===== src/rtl/shift_add_multiplier.sv =====
// rtl/shift_add_multiplier.sv - sequential unsigned N x N -> 2N shift-add multiplier
//
// One add/shift step per multiplier bit through a single shared N-bit adder.
// Ports:
//   clk          in   1    clock, all state updates on rising edge
//   rst_n        in   1    synchronous active-low reset
//   start_valid  in   1    operands a/b valid
//   start_ready  out  1    idle, operands accepted on start_valid
//   a            in   N    multiplicand (unsigned)
//   b            in   N    multiplier (unsigned)
//   prod_valid   out  1    prod holds a finished result
//   prod_ready   in   1    consumer accepts prod
//   prod         out  2N   unsigned product a*b
//   busy         out  1    high while computing or holding a result
module shift_add_multiplier #(
  parameter int N = 8
) (
  input  logic           clk,
  input  logic           rst_n,
  input  logic           start_valid,
  output logic           start_ready,
  input  logic [N-1:0]   a,
  input  logic [N-1:0]   b,
  output logic           prod_valid,
  input  logic           prod_ready,
  output logic [2*N-1:0] prod,
  output logic           busy
);

  localparam int CW = $clog2(N) + 1;

  typedef enum logic [1:0] {
    IDLE = 2'd0,
    RUN  = 2'd1,
    DONE = 2'd2
  } state_t;

  state_t        state, state_nxt;
  logic [N-1:0]  mcand;
  logic [N-1:0]  acc;
  logic [N-1:0]  mplier;
  logic [CW-1:0] count;

  logic [N-1:0]  addend;
  logic [N:0]    sum_c;   // {carry, sum} of the shared adder
  logic          last_step;

  assign addend    = mplier[0] ? mcand : '0;
  assign sum_c     = {1'b0, acc} + {1'b0, addend};
  assign last_step = (count == CW'(N - 1));

  assign prod = {acc, mplier};

  always_ff @(posedge clk) begin
    if (!rst_n) begin
      state  <= IDLE;
      mcand  <= '0;
      acc    <= '0;
      mplier <= '0;
      count  <= '0;
    end else begin
      state <= state_nxt;
      case (state)
        IDLE: begin
          if (start_valid) begin
            mcand  <= a;
            mplier <= b;
            acc    <= '0;
            count  <= '0;
          end
        end
        RUN: begin
          // The carry lands in the acc MSB so no bit of the partial product is lost.
          {acc, mplier} <= {sum_c, mplier[N-1:1]};
          count         <= count + 1'b1;
        end
        default: begin
        end
      endcase
    end
  end

  always_comb begin
    state_nxt   = state;
    start_ready = 1'b0;
    prod_valid  = 1'b0;
    busy        = 1'b0;
    case (state)
      IDLE: begin
        start_ready = 1'b1;
        if (start_valid) state_nxt = RUN;
      end
      RUN: begin
        busy = 1'b1;
        if (last_step) state_nxt = DONE;
      end
      DONE: begin
        busy       = 1'b1;
        prod_valid = 1'b1;
        if (prod_ready) state_nxt = IDLE;
      end
      default: state_nxt = IDLE;
    endcase
  end

endmodule


===== config.mk =====
export PLATFORM = sky130hd
export DESIGN_NAME = shift_add_multiplier
export DESIGN_NICKNAME = d
export VERILOG_FILES = /design/src/rtl/shift_add_multiplier.sv
export SDC_FILE = /design/constraint.sdc
export NUM_CORES = 1
export LEC_CHECK = 0
export BUFFER_PORTS_ARGS = -buffer_cell sky130_fd_sc_hd__buf_2
export CAP_MARGIN = 40
export CORE_MARGIN = 1
export CORE_UTILIZATION = 53
export DETAILED_ROUTE_END_ITERATION = 6
export HOLD_SLACK_MARGIN = 0.06
export MAX_ROUTING_LAYER = met4
export PLACE_DENSITY = 0.77
export RECOVER_POWER = 25
export SLEW_MARGIN = 20
export SYNTH_ARGS = -nofsm -noshare
export SYNTH_HDL_FRONTEND = slang
export SYNTH_SLANG_ARGS = --single-unit

===== constraint.sdc =====
create_clock -name clk -period 2.4 [get_ports clk]
set_input_delay 0.12 -clock clk [delete_from_list [all_inputs] [get_ports clk]]
set_output_delay 0.12 -clock clk [all_outputs]
set_load 0.02 [all_outputs]

### Word-level counts from Yosys, hierarchy flattened

Cells that the tools add are included.

* word-level logic and storage cells: 33
* output and inout bits: 19
* flip-flop bits (word level): 30

* $add $sub $neg: 2
* muxes and demuxes: 14
* equality and inequality tests: 6
* reductions and logical operators: 6

Operators by type and width (number)
* 8-bit case mux with 2 select lines: 2
* 8-bit two-way mux: 3
* 8-bit by 8-bit adder with 9-bit output: 1
* 4-bit case mux with 2 select lines: 1
* 2-bit two-way mux: 3
* 2-bit != test, second input constant: 3
* 2-bit case mux with 3 select lines: 1
* 4-bit by 1-bit adder with 4-bit output, second input constant: 1
* 4-bit by 3-bit equality test with 1-bit output, second input constant: 1
* 4-bit two-way mux: 1
* 2-bit AND reduction: 2
* 1-bit two-way mux: 3
* 3-bit AND reduction: 1
* 2-bit by 1-bit equality test with 1-bit output, second input constant: 1
* 2-bit equality test, second input constant: 1
* 2-bit zero test: 1
* 2-bit nonzero test: 1
* 2-bit OR reduction: 1

### Logic depth before layout (Yosys ltp)

* word-level depth: 3
* mapped depth: 7

### Worst setup path after synthesis

Ideal clock, no wire load.

* kind: reg-to-reg
* start point: register mplier[0]
* end point: register acc[5]
* data arrival time: 1.935 ns
* slack: 0.338 ns
* cell stages (with the launch flop): 8
* path buffers: 0
* data required time: 2.273 ns
* library setup time: 0.127 ns
* path through: dfxtp_1 and2_1 ha_1 fa_1 a21oi_2 o211ai_2 mux2i_1 or3_1

* cells in the longest elaborated chain, start to end: 3

Ends and longest elaborated chain
* start: declaration: RTL line 41 `logic [N-1:0] mplier;`
* start signal: assignment: RTL line 74 `{acc, mplier} <= {sum_c, mplier[N-1:1]};`
* 8-bit two-way mux: RTL line 48 `assign addend = mplier[0] ? mcand : '0;`
* 8-bit by 8-bit adder with 9-bit output: RTL line 49 `assign sum_c = {1'b0, acc} + {1'b0, addend};`
* 8-bit case mux with 2 select lines: RTL line 63 `case (state)`
* end signal: assignment: RTL line 74
* end: declaration: RTL line 40 `logic [N-1:0] acc;`

No other way between the ends.
A chain may end at the register's enable or synchronous reset.

### Worst setup path in the final report

Same ends and word-level chain as after synthesis.

==> results.py <==
metrics = {
    "yosys": {
        "synth_cells": 197,
        "synth-seq-cells": 30,
        "synth_edf_count": 0,
        "ys_types": 41,
        "synth-main-ff-cell": "dfxtp_1",
        "synth_area_per_cell_um2": 8.58,
        "netlist_area_um2": 1690,
        "syn_nets": 230,
        "ys_warn_count": 0,
        "async_flop_share_pct": 0,
        "ys_seq_area_share_pct": 35.5,
    },
    "power": {
        "p_seq_share_pct": 32.7,
        "power.switching_mw": 0.832,
        "clockPowerShare_pct": 25.7,
        "switching_share_pct": 39.3,
        "ir_drop_mv": 0.794,
        "power_density_nw_per_um2": 1020,
        "p_int_mw": 1.28,
        "pwr-share-comb_pct": 41.6,
        "p_leak_nw": 0.871,
    },
    "floorplanning": {
        "fp.dieW_um": 58.5,
        "die_area_um2": 3420,
        "io_pins": 39,
        "core_um2": 3030,
        "die_h_um": 58.5,
        "row_count": 20,
        "initial_core_util_pct": 55.8,
    },
    "setup_path": {
        "critPathMaxStageDelay_ns": 0.42,
        "worstReg2RegEnd": "acc[5]",
        "arrival_ns": 2.31,
        "crit_path_end_kind": "flop",
        "r2r_setup_slack_ns": 0.32,
        "ff2ff_path_depth": 7,
        "cp_max_fo": 10,
        "cp-start-kind": "flop",
        "worstPathRequired_ns": 2.63,
        "crit_type": "flop to flop",
        "cp_cell_sequence": "and2_1 > ha_1 > fa_1 > a21oi_2 > o211ai_2 > mux2i_1 > or3_1",
        "r2r-start": "mplier[0]",
        "slowest_stage": "fa_1",
    },
    "sta": {
        "fin_ws_ns": 0.325,
        "period_share_pct": 86.5,
        "setup_viol_count_final": 0,
        "rsz0062_at_grt": "no",
        "tightest_slew_ns": 0.746,
        "hold_violations": 0,
        "slew_headroom_pct": 49.3,
        "period_minus_slack_ns": 2.08,
        "maxSlewViolCount": 0,
        "skew_ns": 0.00712,
        "fin_setup_tns_ns": 0,
        "timing.fmax_mhz": 482,
    },
    "clock_tree": {
        "cts_buffer_depth": 2,
        "clkSinkCount": 30,
        "cts_made_buffers": 5,
        "htreeDepth": 2,
        "path_clk_slew_ns": 0.10,
        "ctsRootBufferMaster": "clkbuf_4",
        "cts_resized": 0,
        "cts_tree": "yes",
        "clkLatencyLatePin_ns": 0.34,
    },
    "global_route": {
        "use_met1_pct": 31.4,
        "use_met3_pct": 5.27,
        "grt_max_degree": 26,
        "grt_busiest_layer": "met2",
        "globalRoute.totalOverflow": 0,
        "grt_pass1_vias": 1404,
        "grt_first_pass_wirelength_mm": 6.31,
        "grt_usage_pct": 25.1,
        "antenna_found_initial": 0,
        "use_met2_pct": 39.6,
    },
    "place": {
        "dpl_worst_slack_ns": 0.325,
        "gp_congestion": 0.935,
        "dpl.hpwl_mm": 2.63,
        "portBuffers": 38,
    },
    "outcome": {
        "status": "complete, no violations",
    },
    "cells_and_area": {
        "n_fill_cell": 247,
        "syn2layout_area_growth_pct": 22.6,
        "drive_gt1_share_pct": 17.7,
        "diodes": 0,
        "final_net_count": 275,
    },
    "detailed_routing": {
        "drc": 0,
        "wire_per_inst_um": 13.1,
        "drt_first_pass_iters": 4,
        "wl_mm": 3.75,
        "drtAntennaViolNets": 0,
        "vias": 1547,
        "drt_iter0_markers": 61,
        "via_per_inst": 5.39,
    },
    "min_path": {
        "min_to": "mplier[5]",
        "min_delay_path_depth": 3,
        "hold_class": "input port to flop",
        "hold_start": "b[5]",
    },
    "flow_run": {
        "cap_violations": 0,
    },
}
flip-flops by register name, summed over array words and instances, names as in the netlist:
signal	cells
acc	8
count	4
mcand	8
mplier	8
state	2
cell usage in the layout, fill, tap and decap left out, types with 4 or more instances in the layout:
master / instances
dlygate4sd3_1: 8
dfxtp_1: 30
a21oi_1: 15
nand3_1: 16
o21ai_0: 5
clkbuf_4: 5
buf_2: 26
inv_1: 8
clkbuf_1: 12
nand2_1: 14
and2_1: 10
ha_1: 12
nor2_1: 15
a211oi_1: 10
o21ai_1: 4
mux2i_1: 10
power groups by stage:
| stage | sequential, mW | combinational (mW) | clock, mW |
|---|---|---|---|
| 2_1_floorplan | 0.764 | 0.628 | 0 |
| 3_3_place_gp | 0.695 | 0.878 | 0 |
| 3_5_place_dp | 0.699 | 0.885 | 0 |
| 4_1_cts | 0.689 | 0.898 | 0.547 |
| 5_1_grt | 0.708 | 0.979 | 0.575 |
| 6_report | 0.692 | 0.881 | 0.543 |
timing repair:
item	in CTS	in global routing
hold buffers	8	0
endpoints found under the hold margin	8	0
setup buffers	0	0
critical path, delay by kind of cell (launching register included):
family	cells	cell delay [ns]
adder cells (fa/ha/maj)	2	0.64
AND/OR/NAND/NOR	2	0.54
flip-flops	1	0.39
AO/OA/AOI/OAI	2	0.30
multiplexers	1	0.11
metrics by stage:
stage | hold slack (ns) | cells | power (mW) | area [µm²] | utilization, %
floorplan | 0.267 | 197 | 1.39 | 1690 | -
global placement | 0.376 | 271 | 1.57 | 1900 | 62.6
detailed placement | 0.380 | 271 | 1.58 | 1900 | 62.6
CTS | 0.115 | 287 | 2.13 | 2090 | 69.0
global route | 0.108 | 287 | 2.26 | 2070 | 68.5
finish | 0.117 | 287 | 2.12 | 2070 | 68.5
cell families (layout without fill, tap and decap cells):
group                      after synthesis  count (layout)  share of synthesized area [%]
AOI/OAI and AO/OA                       53              53                           20.9
and+or+nand+nor                         68              68                           20.1
buffers and inverters                   19              65                           5.18
muxes                                   11              11                           6.74
DFF                                     30              30                           35.5
xor gates and xnor gates                 3               3                           1.55
adders and majority gates               13              13                           10.1
final cells by class:
type / count / area [µm²] / share of cell area, %
inverter: 9 / 33.8 / 1.63
sequential: 30 / 601 / 29.0
tap: 44 / 55.1 / 2.66
timing repair buffer: 48 / 270 / 13.0
clock inverter: 2 / 60.1 / 2.90
clock buffer: 6 / 51.3 / 2.47
multi-input combinational: 148 / 1000 / 48.3
cells in the mapped netlist, types with 2 or more instances:
library cell   n  share of area [%]
nand2_1       14                3.1
nor2_1        15                3.3
nand4_1        2               0.74
o21a_1         2               0.89
clkbuf_1       3               0.67
a21o_1         2               0.89
a22oi_1        3                1.3
buf_2          4                1.2
inv_1          8                1.8
o21ai_1        4                1.2
and2_1        10                3.7
mux2i_1       10                5.9
a21oi_1       15                4.4
xnor2_1        2                1.0
a211oi_1      10                4.4
nand3_1       16                4.7
a211o_1        2                1.0
o21ai_0        5                1.5
nor2b_1        3                1.1
o211ai_1       3                1.3
nor3b_1        2               0.89
dfxtp_1       30                 36
ha_1          12                8.9
buf_4          3                1.3
worst max path at each step:
stage,from,endpoint,slack [ns],depth (start not counted)
2_1_floorplan,mplier[0],acc[5],0.34,7
4_1_cts,mplier[0],acc[5],0.32,7
3_5_place_dp,mplier[0],acc[5],0.33,7
5_1_grt,mplier[0],acc[5],0.22,7
6_report,mplier[0],acc[5],0.32,7
3_3_place_gp,mplier[0],acc[5],0.37,7
per-layer routing:
layer  wire length [µm]  share of wire [%]
met4                 66                1.8
met2               1780                 47
met1               1730                 46
met3                173                4.6
met5                  0                  0
Power figures use the tool's default switching activity.
